$ cat config.mk
export PLATFORM = sky130hd
export DESIGN_NAME = alu_conv_pipe
export DESIGN_NICKNAME = d
export VERILOG_FILES = /design/src/rtl/alu_conv_pkg.sv /design/src/rtl/alu_conv_core.sv /design/src/rtl/alu_conv_pipe.sv
export SDC_FILE = /design/constraint.sdc
export NUM_CORES = 1
export LEC_CHECK = 0
export CAP_MARGIN = 20
export CELL_PAD_IN_SITES_DETAIL_PLACEMENT = 0
export CELL_PAD_IN_SITES_GLOBAL_PLACEMENT = 2
export CORE_ASPECT_RATIO = 0.8
export CORE_UTILIZATION = 30
export DETAILED_ROUTE_END_ITERATION = 10
export PLACE_DENSITY = 0.79
export SYNTH_ARGS = -nofsm -noshare
export SYNTH_HDL_FRONTEND = slang
export SYNTH_SLANG_ARGS = --single-unit
$ cat constraint.sdc
create_clock -name clk -period 2.9 [get_ports clk]
set_input_delay 0.435 -clock clk [delete_from_list [all_inputs] [get_ports clk]]
set_output_delay 0.435 -clock clk [all_outputs]
set_load 0.1 [all_outputs]
$ cat src/rtl/alu_conv_pkg.sv
// rtl/alu_conv_pkg.sv - opcode encodings and shift-amount width helper for alu_conv_pipe
package alu_conv_pkg;

  typedef enum logic [2:0] {
    OP_ADD = 3'b000,
    OP_SUB = 3'b001,
    OP_AND = 3'b010,
    OP_OR  = 3'b011,
    OP_XOR = 3'b100,
    OP_PAS = 3'b101,
    OP_SHL = 3'b110,
    OP_SHR = 3'b111
  } op_e;

  // Never narrower than one bit so WIDTH=2 still gets a usable shift field.
  function automatic int shamt_w(input int width);
    return (width > 2) ? $clog2(width) : 1;
  endfunction

endpackage

$ cat src/rtl/alu_conv_core.sv
// rtl/alu_conv_core.sv - combinational ALU datapath; saturating ADD/SUB when ALU_CONV_PIPE_SAT_EN is defined
module alu_conv_core
  import alu_conv_pkg::*;
#(
  parameter int WIDTH = 8
) (
  input  logic [WIDTH-1:0] a,
  input  logic [WIDTH-1:0] b,
  input  logic [2:0]       ctrl,
  output logic [WIDTH-1:0] result,
  output logic             carry
);

  localparam int SHW = shamt_w(WIDTH);

  logic [WIDTH:0]   sum;
  logic [WIDTH:0]   diff;
  logic [SHW-1:0]   shamt;

  always_comb begin
    sum    = {1'b0, a} + {1'b0, b};
    diff   = {1'b0, a} - {1'b0, b};
    shamt  = b[SHW-1:0];
    result = '0;
    carry  = 1'b0;
    case (ctrl)
      OP_ADD: begin
        carry = sum[WIDTH];
`ifdef ALU_CONV_PIPE_SAT_EN
        result = sum[WIDTH] ? '1 : sum[WIDTH-1:0];
`else
        result = sum[WIDTH-1:0];
`endif
      end
      OP_SUB: begin
        // The extra MSB of the widened difference is the borrow out.
        carry = diff[WIDTH];
`ifdef ALU_CONV_PIPE_SAT_EN
        result = diff[WIDTH] ? '0 : diff[WIDTH-1:0];
`else
        result = diff[WIDTH-1:0];
`endif
      end
      OP_AND:  result = a & b;
      OP_OR:   result = a | b;
      OP_XOR:  result = a ^ b;
      OP_PAS:  result = a;
      OP_SHL:  result = a << shamt;
      OP_SHR:  result = a >> shamt;
      default: result = '0;
    endcase
  end

endmodule

$ cat src/rtl/alu_conv_pipe.sv
// rtl/alu_conv_pipe.sv - two-stage valid/ready ALU pipeline with operand-A mux and accumulator
// Optional saturation feature: ALU_CONV_PIPE_SAT_EN (implemented in alu_conv_core).
module alu_conv_pipe
  import alu_conv_pkg::*;
#(
  parameter int WIDTH = 8,
  parameter int NUM_A = 2,
  parameter int SEL_W = (NUM_A > 1) ? $clog2(NUM_A) : 1
) (
  input  logic                   clk,
  input  logic                   rst,
  input  logic                   in_valid,
  output logic                   in_ready,
  input  logic [NUM_A*WIDTH-1:0] a_in,
  input  logic [SEL_W-1:0]       a_sel,
  input  logic [WIDTH-1:0]       b,
  input  logic                   sel,
  input  logic [2:0]             ctrl,
  output logic                   out_valid,
  input  logic                   out_ready,
  output logic [WIDTH-1:0]       out,
  output logic                   carry,
  output logic                   zero,
  output logic [WIDTH-1:0]       acc
);

  logic             s1_valid_q, s1_valid_d;
  logic [WIDTH-1:0] s1_a_q, s1_a_d;
  logic [WIDTH-1:0] s1_b_q, s1_b_d;
  logic             s1_sel_q, s1_sel_d;
  logic [2:0]       s1_ctrl_q, s1_ctrl_d;
  logic             out_valid_q, out_valid_d;
  logic [WIDTH-1:0] out_q, out_d;
  logic             carry_q, carry_d;
  logic             zero_q, zero_d;
  logic [WIDTH-1:0] acc_q, acc_d;

  logic             s2_free, s1_adv, in_fire;
  logic [WIDTH-1:0] a_mux, b_op, core_res;
  logic             core_carry;

  // Out-of-range selects fall through to channel 0.
  always_comb begin
    a_mux = a_in[WIDTH-1:0];
    for (int k = 1; k < NUM_A; k++) begin
      if (int'(a_sel) == k) a_mux = a_in[k*WIDTH +: WIDTH];
    end
  end

  assign s2_free  = !out_valid_q || out_ready;
  assign s1_adv   = s1_valid_q && s2_free;
  assign in_ready = !s1_valid_q || s2_free;
  assign in_fire  = in_valid && in_ready;

  // acc is read at compute time, so chained sel=1 ops see the previous result.
  assign b_op = s1_sel_q ? acc_q : s1_b_q;

  alu_conv_core #(.WIDTH(WIDTH)) u_core (
    .a      (s1_a_q),
    .b      (b_op),
    .ctrl   (s1_ctrl_q),
    .result (core_res),
    .carry  (core_carry)
  );

  always_comb begin
    s1_valid_d  = s1_valid_q;
    s1_a_d      = s1_a_q;
    s1_b_d      = s1_b_q;
    s1_sel_d    = s1_sel_q;
    s1_ctrl_d   = s1_ctrl_q;
    out_valid_d = out_valid_q;
    out_d       = out_q;
    carry_d     = carry_q;
    zero_d      = zero_q;
    acc_d       = acc_q;

    if (in_fire) begin
      s1_valid_d = 1'b1;
      s1_a_d     = a_mux;
      s1_b_d     = b;
      s1_sel_d   = sel;
      s1_ctrl_d  = ctrl;
    end else if (s1_adv) begin
      s1_valid_d = 1'b0;
    end

    if (s1_adv) begin
      out_valid_d = 1'b1;
      out_d       = core_res;
      carry_d     = core_carry;
      zero_d      = (core_res == '0);
      acc_d       = core_res;
    end else if (out_ready) begin
      out_valid_d = 1'b0;
    end
  end

  always_ff @(posedge clk or posedge rst) begin
    if (rst) begin
      s1_valid_q  <= 1'b0;
      s1_a_q      <= '0;
      s1_b_q      <= '0;
      s1_sel_q    <= 1'b0;
      s1_ctrl_q   <= 3'b000;
      out_valid_q <= 1'b0;
      out_q       <= '0;
      carry_q     <= 1'b0;
      zero_q      <= 1'b0;
      acc_q       <= '0;
    end else begin
      s1_valid_q  <= s1_valid_d;
      s1_a_q      <= s1_a_d;
      s1_b_q      <= s1_b_d;
      s1_sel_q    <= s1_sel_d;
      s1_ctrl_q   <= s1_ctrl_d;
      out_valid_q <= out_valid_d;
      out_q       <= out_d;
      carry_q     <= carry_d;
      zero_q      <= zero_d;
      acc_q       <= acc_d;
    end
  end

  assign out_valid = out_valid_q;
  assign out       = out_q;
  assign carry     = carry_q;
  assign zero      = zero_q;
  assign acc       = acc_q;

endmodule

# ---- Yosys cells after proc, flatten, opt, wreduce, memory -nomap -nowiden
# Index checks and enable logic that the tools add are counted.
dict set report totals {
  word_cells 41
  inputBits 33
  output_inout_bits 20
  register_bits 32
}
dict set report classes {
  add_sub_neg 2
  n_mux 8
  n_shift 2
  n_eq_ne 7
  reduce_logical 10
  n_bitwise 3
}
# cell count
set ops {}
lappend ops {{$pmux 8 s8} 1}
lappend ops {{$mux 8} 2}
lappend ops {{$eq 3x3->1 const B} 4}
lappend ops {{$add 8x8->9} 1}
lappend ops {{$sub 8x8->9} 1}
lappend ops {{$and 8x8->8} 1}
lappend ops {{$logic_not 8->1} 1}
lappend ops {{$or 8x8->8} 1}
lappend ops {{$shl 8x3->8} 1}
lappend ops {{$shr 8x3->8} 1}
lappend ops {{$xor 8x8->8} 1}
lappend ops {{$eq 3x2->1 const B} 2}
lappend ops {{$mux 1} 4}
lappend ops {{$reduce_bool 2->1} 2}
lappend ops {{$eq 3x1->1 const B} 1}
lappend ops {{$logic_not 3->1} 1}
lappend ops {{$logic_and 1x1->1} 2}
lappend ops {{$logic_not 1->1} 2}
lappend ops {{$logic_or 1x1->1} 2}
lappend ops {{$pmux 1 s2} 1}

# ---- Longest topological paths before layout
# Gate-level depths: netlist (run 1).
dict set report depth {
  ltp_word 5
  mapped_depth 14
  ltp_nobuf 12
}

# ---- By module
# From an unflattened synthesis (run 1), not the netlist that was laid out.
dict set report unflattened {
  hier_cells 337
  hier_area_um2 3235.6
}
# module cells_each area_per_inst_um2 seq_area_each_um2 n_inst
set by_module_without_submodules {}
lappend by_module_without_submodules {alu_conv_core 227 1706.6 0.0 1}
lappend by_module_without_submodules {alu_conv_pipe 110 1529.0 800.8 1}

# ---- Least setup slack after synthesis (run 1)
# OpenSTA, ideal clock, no wires.
dict set report synth_timing {
  path_type {register to register}
  from {register acc_q[0], in the netlist acc[0]}
  to {register zero_q, in the netlist zero}
  setup_ns 0.092
  path_slack_ns -0.575
  period_less_slack_ns 3.475
  n_path_buf 1
  t_arrival_ns 3.384
  required_time_ns 2.808
  path_stages_with_launch 13
  cell_sequence {dfrtp_1 -> mux2i_4 -> inv_4 -> buf_8 -> ha_1 -> fa_1 -> o21bai_1 -> a21oi_1 -> mux2i_1 -> or4_1 -> a211oi_1 -> o311ai_1 -> o31ai_2}
}
dict set report synth_via {
  elab_chain_len 4
  word_cells_on_any_way 10
  classes_between {2 x add/sub; 2 x shift; 2 x mux; 3 x bitwise; 1 x reduce/logical}
}
# item line
set synth_lines {}
lappend synth_lines {{from (decl)} alu_conv_pipe.sv:36} ;# logic [WIDTH-1:0] acc_q, acc_d;
lappend synth_lines {{from (signal assigned)} alu_conv_pipe.sv:110} ;# acc_q <= '0;
lappend synth_lines {{from (signal assigned)} alu_conv_pipe.sv:121} ;# acc_q <= acc_d;
lappend synth_lines {{$mux 8 *} alu_conv_pipe.sv:56} ;# assign b_op = s1_sel_q ? acc_q : s1_b_q;
lappend synth_lines {{$sub 8x8->9 (tied with other cells)} alu_conv_core.sv:22} ;# diff = {1'b0, a} - {1'b0, b};
lappend synth_lines {{$pmux 8 s8 *} alu_conv_core.sv:26} ;# case (ctrl)
lappend synth_lines {{$logic_not 8->1 *} alu_conv_pipe.sv:92} ;# zero_d = (core_res == '0);
lappend synth_lines {{to (signal assigned)} alu_conv_pipe.sv:120} ;# zero_q <= zero_d;
lappend synth_lines {{to (decl)} alu_conv_pipe.sv:35} ;# logic zero_q, zero_d;
# Every way passes the cells marked *; elsewhere a longest branch is shown, timed or not.
# A chain may end at the register's enable or synchronous reset.

# ---- Worst setup path after layout (run 1)
dict set report layout_timing {
  from {register s1_sel_q}
  to {register zero_q, in the netlist zero}
}
dict set report layout_via {
  elab_chain_len 4
  word_cells_on_any_way 10
  classes_between {2 x add/sub; 2 x shift; 2 x mux; 3 x bitwise; 1 x reduce/logical}
}
# item line
set layout_lines {}
lappend layout_lines {{from (decl)} alu_conv_pipe.sv:30} ;# logic s1_sel_q, s1_sel_d;
lappend layout_lines {{from (signal assigned)} alu_conv_pipe.sv:115} ;# s1_sel_q <= s1_sel_d;
lappend layout_lines {{$mux 8 *} alu_conv_pipe.sv:56}
lappend layout_lines {{$sub 8x8->9 (tied with other cells)} alu_conv_core.sv:22}
lappend layout_lines {{$pmux 8 s8 *} alu_conv_core.sv:26}
lappend layout_lines {{$logic_not 8->1 *} alu_conv_pipe.sv:92}
# Marks and branches as above.

==> implementation parameters, run 1 <==
Parameter                              Value

Die
  Initial core utilization ... 0.316
  Die height ... 96.2 um
  Std-Cell Core Area ... 0.0105 sq mm
  Horizontal die dimension ... 120 um
  Count of boundary I/O pins ... 53
  Die Area ... 0.0115 sq mm
  Cell Rows ... 33

Clocking
  Clock sink total ... 32
  Worst-skew pair later-pin latency ... 0.28 ns
  CTS tree ... yes
  Post-CTS Hold Buffers ... 0
  Number of clock buffers inserted by TritonCTS ... 5
  Clock H-tree levels ... 2
  Maximum number of buffers from clock root to sink ... 2
  Clock tree root buffer cell ... clkbuf_16
  Clock-pin slew on the worst setup and hold paths ... 0.06 ns

Finish
  Summed area of non-filler cells in the final layout ... 0.00451 sq mm
  Nets ... 539
  Number of fill cells ... 1089
  Filler-free cell count of the finished design ... 615
  Antenna cells ... 0
  Proportion of layout cells with a drive suffix above 1 ... 0.282
  Area overhead of the layout relative to synthesis ... 35.6%

Timing
  Measured slew at the worst slew-check pin ... 0.798 ns
  Final min period ... 2.95 ns
  Setup repair after global routing missed its margin ... yes
  FMAX ... 339 MHz
  Final worst-path setup slack ... -0.0464 ns
  Setup tns final ... -0.0464 ns
  Final setup violation count ... 1
  Skew final ... 0.00727 ns
  Final cycle utilization of the critical path ... 1.02
  Hold Vio Cnt, Final ... 0
  Number of max-slew violations in the final report ... 0
  Worst slew margin relative to its limit ... 0.468

Yosys
  Post-synth net total ... 447
  Synthesized area per cell ... 8.70 sq um
  Post-Syn Instances ... 382
  Synth Warn # ... 0
  Share of async-settable or async-resettable flops after synthesis ... 1.00
  Flops & latches, synth ... 32
  Number of distinct library cells after synthesis ... 69
  Most area-consuming cells after synthesis ... dfrtp_1 (24%), ha_1 (11%), mux2i_1 (8.4%)
  Largest area contributor in the netlist ... dfrtp_1
  Dominant cell by count in the synthesized netlist ... nand2_1
  EDFF count, synth ... 0
  Cell area after synthesis ... 0.00332 sq mm
  Proportion of synthesized chip area in sequential cells ... 0.241
  List of most frequent post-synthesis cells ... nand2_1 (41), dfrtp_1 (32), ha_1 (30)
  Area share of the largest cell type after synthesis ... 0.241
  Top_reg_cell synth ... dfrtp_1

GRT
  Initial antenna violation count ... 0
  Residual overflow from global routing ... 0
  Vias in the first global route ... 3300
  Wire length of the first global-routing pass ... 17700 um
  Maximum number of pins on one net before global-route repair ... 29
  Total routing usage reported by global routing ... 0.203

Run status
  Violated checks ... negative setup slack
  Outcome ... finished with violations

Power
  Switching power summed over all nets ... 2.32 mW
  Static leakage ... 2.03 nW
  Share of total power in the clock network ... 0.119
  Ratio of total power to cell area ... 961 mW/mm^2
  Fraction of power consumed by combinational cells ... 0.723
  Internal power contribution ... 2.01 mW
  Switching portion of total power ... 0.537
  Maximum vdd drop ... 303 uV
  Sequential power share ... 0.158

Worst setup path
  Crit path arrival time ... 3.13 ns
  Element type at the critical path start ... flop
  Endpoint of the most critical setup path ... zero
  Data required time at the worst endpoint ... 3.09 ns
  Critical path capture point type ... flop
  Start point of the critical path ... s1_sel_q
  CP max FO ... 4
  Reg-to-reg slack, setup ... -0.05 ns
  Worst reg2reg endpoint ... zero
  Launching point of the worst reg2reg path ... s1_sel_q
  Critical path class ... flop to flop
  Cell count of the worst reg-to-reg path ... 11

Placed design
  Number of buffers inserted by port buffering ... 52
  Placed cell count ... 605
  Final weighted congestion of routability-driven global placement ... 0.889
  Detailed Place HPWL ... 9060 um
  Post-place instance area ... 0.00428 sq mm

Route
  Routed length per placed instance ... 18.2 um
  Final wirelength ... 11200 um
  Drc violations ... 0
  Via density per instance ... 5.35
  Total number of vias ... 3290
  Detailed-routing iteration count for the pre-antenna-repair pass ... 5
  First DRT Iteration DRCs ... 256
  Remaining number of nets flagged by the antenna check after routing ... 0

Hold path
  Hold Path Class ... flop to flop

Run
  Max-capacitance violation count ... 0
flip-flops by register name, indices dropped and copies added, names as in the netlist:
| signal | cells |
|---|---|
| acc | 8 |
| s1_a_q | 8 |
| s1_b_q | 8 |
| s1_ctrl_q | 3 |
| carry | 1 |
| out_valid | 1 |
| s1_sel_q | 1 |
| s1_valid_q | 1 |
| zero | 1 |
layout by cell type (no fill, tap or decap), drive strengths merged, types with 3 or more instances in the layout:
cell,count
buf,80
nand2b,8
nand2,41
ha,30
clkinv,3
a211oi,3
a21o,3
a21oi,16
nor3b,4
a211o,3
and2,3
clkdlybuf4s50,32
o211ai,3
o22ai,3
a221oi,5
inv,28
a221o,3
or3,5
o21ai,23
nor2,16
nand3,7
clkbuf,6
nor2b,8
dfrtp,32
o2111ai,3
mux2,14
nor3,8
a31oi,7
xnor2,3
o311ai,3
o21bai,3
mux2i,31
repair_timing:
item / CTS / global route
setup endpoints to repair: 5 / 5
resized for setup: 6 / 11
pin swaps: 0 / 2
setup buffers: 1 / 0
power by group through the flow:
stage / Clock, mW / Combinational (mW) / Sequential [mW]
finish: 0.515 / 3.13 / 0.686
global route: 0.546 / 3.33 / 0.703
CTS: 0.528 / 3.06 / 0.682
detailed placement: 0 / 3.01 / 0.688
global placement: 0 / 3.03 / 0.689
floorplan: 0 / 1.72 / 1.09
critical path, stage by stage (launching register included):
cell and delay [ns]:
dfrtp_2 0.42, mux2i_4 0.28, inv_4 0.06, ha_1 0.21, fa_2 0.36, o21bai_1 0.18, a21oi_2 0.09, mux2i_1 0.12
or4_4 0.53, a211oi_2 0.21, o311ai_1 0.15, o31ai_2 0.22
cell families after synthesis:
logic type               count (synthesis)  synth area share
AND/OR/NAND/NOR                        115             0.178
AO/OA/AOI/OAI                           95             0.198
buffers and inverters                   56            0.0798
multiplexers                            47             0.166
adder cells (fa/ha/maj)                 32             0.125
flip-flops                              32             0.241
XOR/XNOR                                 5            0.0132
per-stage QoR:
step           power [mW]   util  setup slack (ns)  hold slack, ns
4_1_cts              4.27  0.423           -0.0304           0.510
6_report             4.33  0.428           -0.0464           0.507
5_1_grt              4.58  0.428            -0.226           0.518
3_5_place_dp         3.70  0.406            -0.234           0.499
2_1_floorplan        2.81      -            -0.239           0.471
3_3_place_gp         3.72  0.406            -0.241           0.487
worst min-delay path by stage:
| stage | from | endpoint | depth (start not counted) |
|---|---|---|---|
| final | s1_valid_q | out_valid | 1 |
| after global routing | s1_b_q[4] | s1_b_q[4] | 1 |
| after CTS | zero | zero | 2 |
| after detailed placement | zero | zero | 2 |
| after global placement | s1_valid_q | out_valid | 1 |
| after floorplan | s1_valid_q | out_valid | 1 |
routing by layer:
layer  share of wire  global-route usage
met1            0.48               0.281
met2            0.44               0.322
met3           0.066              0.0391
met4           0.014              0.0521
met5               0                   0
area by class of cell:
type / count / area (sq um) / share of cell area
Clock buffer: 5 / 125 / 0.0278
Clock inverter: 3 / 18.8 / 0.00416
Timing Repair Buffer: 113 / 941 / 0.209
Multi-Input combinational cell: 294 / 2330 / 0.517
Inverter: 28 / 108 / 0.0239
Tap cell: 140 / 175 / 0.0389
Sequential cell: 32 / 811 / 0.180
Power figures use the tool's default switching activity.
==> run 2: changes to the inputs <==
- SLEW_MARGIN: unset -> 20
==> run 2 against run 1 <==
Compared with the run above: the flow still finishes with violations (negative setup slack); sequential share of layout area about the same; largest cell class unchanged; core utilization about the same; clock power about the same; largest power group unchanged; critical endpoint unchanged.
==> implementation parameters, run 2 (synthesis gave the netlist of run 1 again) <==
Parameter                              Value

GRT
  Maximum number of pins on one net before global-route repair ... 29 (unchanged)
  Met3 track utilization from global routing ... 0.0391 (unchanged)
  Met2 demand-to-capacity share in global routing ... 0.322 (unchanged)
  Residual overflow from global routing ... 0 (unchanged)
  Most used routing layer in global routing ... met2
  Total routing usage reported by global routing ... 0.203 (unchanged)
  Wire length of the first global-routing pass ... 17700 um (unchanged)
  Vias in the first global route ... 3300 (unchanged)
  Initial antenna violation count ... 0 (unchanged)
  Met1 routing resource usage after global routing ... 0.281 (unchanged)

Power
  Ratio of total power to cell area ... 961 mW/mm^2 (about the same)
  Share of total power in the clock network ... 0.119 (about the same)
  Static leakage ... 2.03 nW (-0.15%)
  Switching portion of total power ... 0.537 (about the same)
  Internal power contribution ... 2.00 mW (about the same)
  Fraction of power consumed by combinational cells ... 0.722 (about the same)
  Switching power summed over all nets ... 2.32 mW (about the same)
  Sequential power share ... 0.159 (about the same)
  Maximum vdd drop ... 303 uV (about the same)

Timing
  Setup repair after global routing missed its margin ... yes
  Final setup violation count ... 1 (unchanged)
  Number of max-slew violations in the final report ... 0 (unchanged)
  Final cycle utilization of the critical path ... 1.01 (-0.00308)
  Final min period ... 2.94 ns (-0.00895 ns)
  Measured slew at the worst slew-check pin ... 0.791 ns (-0.00606 ns)
  FMAX ... 340 MHz (+0.30%)
  Skew final ... 0.00796 ns (+0.000684 ns)
  Final worst-path setup slack ... -0.0374 ns (+0.00895 ns)
  Hold Vio Cnt, Final ... 0 (unchanged)
  Worst slew margin relative to its limit ... 0.472 (+0.00405)

Worst setup path
  Largest delay share family, worst path ... compound AO/OA/AOI/OAI gates
  Data required time at the worst endpoint ... 3.09 ns (about the same)
  Critical-path top delay cell ... or4_4
  Critical path capture point type ... flop
  Element type at the critical path start ... flop
  Critical path class ... flop to flop
  Cells traversed along the worst timing path ... mux2i_4 > inv_4 > ha_1 > fa_2 > o21bai_1 > a21oi_2 > mux2i_1 > or4_4 > a211oi_2 > o311ai_1 > o31ai_2
  Buf+Inv Stages, Crit Path ... 1 (unchanged)
  CP max FO ... 4 (unchanged)
  Crit path arrival time ... 3.12 ns (about the same)
  Maximum single-stage delay on the critical path ... 0.53 ns (about the same)

Placed design
  Final weighted congestion of routability-driven global placement ... 0.889 (unchanged)
  Worst Setup Slack post-DPL ... -0.234 ns (unchanged)
  Post-place instance area ... 0.00428 sq mm (unchanged)
  Detailed Place HPWL ... 9060 um (unchanged)
  Number of buffers inserted by port buffering ... 52 (unchanged)

Finish
  Summed area of non-filler cells in the final layout ... 0.00450 sq mm (about the same)
  Final standard cell utilization of the core ... 0.428 (about the same)
  Number of fill cells ... 1089 (unchanged)
  Leading cell type in the layout, fill and taps excluded ... buf_4
  Area taken by flip-flops and latches ... 811 sq um (unchanged)
  Nets ... 538 (-0.19%)
  Antenna cells ... 0 (unchanged)
  Area occupied by multi-input gates ... 0.00233 sq mm (+0.22%)
  Proportion of layout cells with a drive suffix above 1 ... 0.283 (+0.000595)
  Area overhead of the layout relative to synthesis ... 35.5% (about the same)
  Highest-count cells in the layout ignoring fill and taps ... buf_4 (79), nand2_1 (40), clkdlybuf4s50_1 (32)

Route
  Final wirelength ... 11200 um (+0.37%)
  Routed length per placed instance ... 18.3 um (+0.54%)
  First DRT Iteration DRCs ... 261 (+2.0%)
  Detailed-routing iteration count for the pre-antenna-repair pass ... 5 (unchanged)
  Drc violations ... 0 (unchanged)
  Via density per instance ... 5.32 (-0.54%)
  Total number of vias ... 3267 (-0.70%)
  Remaining number of nets flagged by the antenna check after routing ... 0 (unchanged)

Clocking
  CTS tree ... yes
  Number of clock buffers inserted by TritonCTS ... 5 (unchanged)
  Maximum number of buffers from clock root to sink ... 2 (unchanged)
  Clock sink total ... 32 (unchanged)
  Clock-pin slew on the worst setup and hold paths ... 0.06 ns (about the same)
  Worst-skew pair later-pin latency ... 0.28 ns (about the same)
  Clock tree root buffer cell ... clkbuf_16
  Clock H-tree levels ... 2 (unchanged)

Die
  Cell Rows ... 33 (unchanged)
  Initial core utilization ... 0.316 (unchanged)
  Die height ... 96.2 um (unchanged)
  Std-Cell Core Area ... 0.0105 sq mm (unchanged)
  Horizontal die dimension ... 120 um (unchanged)
  Die Area ... 0.0115 sq mm (unchanged)
  Count of boundary I/O pins ... 53 (unchanged)

Run status
  Outcome ... finished with violations
  Violated checks ... negative setup slack

Hold path
  Hold Path Class ... flop to flop

Run
  Max-capacitance violation count ... 0 (unchanged)
run 2: cell types whose count changed in the layout (fill, tap and decap cells not counted), sizes merged:
cell	delta
clkbuf	-1
run 2: area by class of cell:
cell class | count | area share
clock buffers | 5 | 0.0278
clock inverters | 3 | 0.00417
inverters | 28 | 0.0239
multi-input cells | 294 | 0.518
flip-flops and latches | 32 | 0.180
well taps | 140 | 0.0389
repair buffers | 112 | 0.207
run 2: worst register-to-register path, stage by stage, from the launching register on:
cell,delay [ns]
dfrtp_2,0.42
mux2i_4,0.28
inv_4,0.06
ha_1,0.21
fa_2,0.36
o21bai_1,0.18
a21oi_2,0.09
mux2i_1,0.12
or4_4,0.53
a211oi_2,0.20
o311ai_1,0.15
o31ai_2,0.22
run 2: worst paths after layout:
path,cells past startpoint,endpoint,slack [ns],from
min,1,out_valid,0.51,s1_valid_q
min reg2reg,1,out_valid,0.51,s1_valid_q
max,11,zero,-0.04,s1_sel_q
max reg2reg,11,zero,-0.04,s1_sel_q
min in group asynchronous,2,s1_b_q[7],0.60,rst
max in group asynchronous,3,s1_a_q[1],1.64,rst
run 2: power groups by stage:
| stage | clock network (mW) | logic [mW] | registers [mW] |
|---|---|---|---|
| after floorplan | 0 | 1.72 | 1.09 |
| after global placement | 0 | 3.03 | 0.689 |
| after detailed placement | 0 | 3.01 | 0.688 |
| after CTS | 0.528 | 3.06 | 0.682 |
| after global routing | 0.546 | 3.33 | 0.704 |
| final | 0.516 | 3.13 | 0.687 |
run 2: metal layers:
| metal | up-vias | part of all wire |
|---|---|---|
| li1 | 1566 | - |
| met1 | 1565 | 0.48 |
| met2 | 124 | 0.44 |
| met3 | 12 | 0.072 |
| met4 | 0 | 0.014 |
| met5 | - | 0 |
run 2: timing repair:
item	4_1_cts	5_1_grt
resized for setup	6	11
endpoints found under the setup margin	5	5
setup buffers	1	0
pin swaps	0	2
hold buffers	0	0
run 2: through the flow:
| stage | TNS [ns] | power, mW | hold slack, ns | instances |
|---|---|---|---|---|
| 2_1_floorplan | -0.239 | 2.81 | 0.471 | 382 |
| 3_3_place_gp | -0.418 | 3.72 | 0.487 | 605 |
| 4_1_cts | -0.0304 | 4.27 | 0.510 | 614 |
| 5_1_grt | -0.306 | 4.58 | 0.518 | 614 |
| 3_5_place_dp | -0.545 | 3.70 | 0.499 | 605 |
| 6_report | -0.0374 | 4.33 | 0.507 | 614 |
==> variant, RTL diff (settings of run 2) <==
Remove the case item `OP_SHL` of the case on `ctrl`.
--- a/src/rtl/alu_conv_core.sv
+++ b/src/rtl/alu_conv_core.sv
@@ -45,7 +45,6 @@
       OP_OR:   result = a | b;
       OP_XOR:  result = a ^ b;
       OP_PAS:  result = a;
-      OP_SHL:  result = a << shamt;
       OP_SHR:  result = a >> shamt;
       default: result = '0;
     endcase
Formal check against the unedited RTL: not equivalent (Yosys sat finds a counterexample within 4 cycles, from zero or initial values and one cycle with rst high).
==> variant against run 2 <==
- synthesized area decreased by 9.8%
- sequential power increased by 0.6%
- hold slack got worse by 0.22 ns
- largest cell class unchanged
- synthesized cell count decreased by 13%
- power decreased by 6.7%
- fmax increased by 4.5%
- routed wire length decreased by 18%
- via count decreased by 13%
- sequential cell count unchanged
- cell area decreased by 9.6%
- non-clock buffer count decreased by 24
- setup slack improved by 0.13 ns
==> variant: results (changes against run 2) <==
==========================================================================================
Clock Power Share                                                                    0.153   was 0.119
Compound-gate portion of the synthesized area                                        0.207   was 0.198
Initial antenna violation count                                                          0   unchanged
Worst Max-Slew Pin Slew                                                           0.609 ns   was 0.791 ns
Wire length of the first global-routing pass                                      14600 um   was 17700 um
HPWL after detailed placement                                                      7080 um   was 9060 um
Reg2Reg Launch Point                                                          s1_sel_q$_DFFE_PP0P_   unchanged
Clock transition at the registers of the reported paths                            0.06 ns   about the same
Hold WC Path Type                                                             input pin to asynchronous set/reset pin   was flop to flop
Met3 Track Usage GR                                                                 0.0280   was 0.0391
Crit start category                                                                   flop   unchanged
Layout Nets                                                                            470   was 538
Net load switching power                                                           2.13 mW   was 2.32 mW
Portion of total power attributed to sequential cells                                0.171   was 0.159
Highest layer used for signal routing                                                 met4   unchanged
Syn Nets                                                                               396   was 447
M1 GR Usage                                                                          0.261   was 0.281
Port Buffer Count                                                                       52   unchanged
Routed wire length per instance                                                    16.9 um   was 18.3 um
Fraction of layout instances using a drive strength above 1                          0.264   was 0.283
Filler Cell Count                                                                     1007   was 1089
Maximum buffer depth of the clock tree                                                   2   unchanged
Number of global-route vias before repair                                             2719   was 3300
Count of distinct cell types in the synthesized netlist                                 60   was 69
Length of the first detailed-routing pass in iterations                                  4   was 5
P per Cell Area                                                                 992 mW/mm2   was 961 mW/mm2
Pin count of the biggest net entering global routing                                    32   was 29
Share of synthesized cell area in full adder, half adder and majority cells          0.126   was 0.125
Peak supply drop                                                                    388 uV   was 303 uV
Total placed cells including tap cells                                                 536   was 605
Level count of the clock H-tree                                                          2   unchanged
Cells after Synth                                                                      334   was 382
M1 wire length                                                                     4520 um   was 5350 um
GPL Wtd Cong                                                                         0.888   was 0.889
Clock tree skew after final layout                                              0.00336 ns   was 0.00796 ns
Result of the run                                                                completed   was finished with violations
Vias per cell                                                                         5.19   was 5.32
Synth Area in XOR/XNOR                                                             0.00876   was 0.0132
Post-placement setup slack                                                      -0.0372 ns   was -0.234 ns
Arrival time at the worst endpoint                                                 2.98 ns   was 3.12 ns
Share of synthesized area occupied by flip-flops and latches                         0.267   was 0.241
Wire length on met3                                                                 463 um   was 806 um
Area post-placement                                                            0.00381 mm2   was 0.00428 mm2
Number of violations reported at the end of detailed-routing iteration 0               133   was 261
Ranking of synthesized cells by area                                          dfrtp_1 (27%), ha_1 (11%), mux2i_1 (7.7%)   was dfrtp_1 (24%), ha_1 (11%), mux2i_1 (8.4%)
Top contributor to total power                                                combinational logic   unchanged
Mux contribution to synthesized area                                                 0.161   was 0.166
Final antenna diode count                                                                0   unchanged
Global routing usage summed across all routing layers                                0.182   was 0.203
Length of routed met2 wiring                                                       4070 um   was 4940 um
Top cells by instance count after synthesis                                   dfrtp_1 (32), nand2_1 (31), ha_1 (27)   was nand2_1 (41), dfrtp_1 (32), ha_1 (30)
Met2 Usage GRT                                                                       0.278   was 0.322
Clock Root Buffer                                                                clkbuf_16   unchanged
Standby leakage power                                                              1.80 nW   was 2.03 nW
Final cell count without fillers                                                       545   was 614
==========================================================================================
## variant: changes by cell type in the layout (fill, tap and decap cells not counted), sizes merged, moves of 4 or more
cell   delta
buf      -24
nand2    -10
mux2i     -6
a31oi     -4
inv       -4
## variant: final cells by class
type	count	area [um2]	area share
clock buffers	6	129	0.0317
clock inverters	2	35.0	0.00861
inverters	25	106	0.0261
multi-input cells	256	2070	0.508
flip-flops and latches	32	811	0.199
well taps	136	170	0.0418
repair buffers	88	753	0.185
## variant: path summary, 6_finish.rpt
kind | end | slack, ns
hold / removal | s1_b_q[0]$_DFFE_PP0P_ | 0.29
max in group asynchronous | acc[0]$_DFFE_PP0P_ | 1.98
setup reg to reg | zero$_DFFE_PP0P_ | 0.09
min in group clk | carry$_DFFE_PP0P_ | 0.50
hold reg to reg | carry$_DFFE_PP0P_ | 0.50
setup / recovery | zero$_DFFE_PP0P_ | 0.09
## variant: cells by family (layout without fill, tap and decap cells)
group | after synthesis | after routing
simple gates | 92 | 92
compound gates | 90 | 90
buf+inv | 46 | 121
mux | 42 | 42
flops | 32 | 32
fa+ha+maj | 29 | 29
xor+xnor | 3 | 3
## variant: worst max-delay path, cell delays in order (launching register included)
cell and delay, ns:
dfrtp_2 0.43, buf_4 0.17, mux2i_4 0.20, ha_1 0.36
a211oi_1 0.09, buf_4 0.15, or4_1 0.45, a211oi_1 0.34
a211oi_1 0.11, nand2_1 0.12, nor4_2 0.06, a32o_1 0.21
## variant: timing repair
action / 4_1_cts / 5_1_grt
pin swaps: 2 / 8
resized for setup: 5 / 16
endpoints found under the hold margin: 0 / 0
setup buffers: 0 / 1
cloned: 0 / 0
endpoints found under the setup margin: 1 / 3
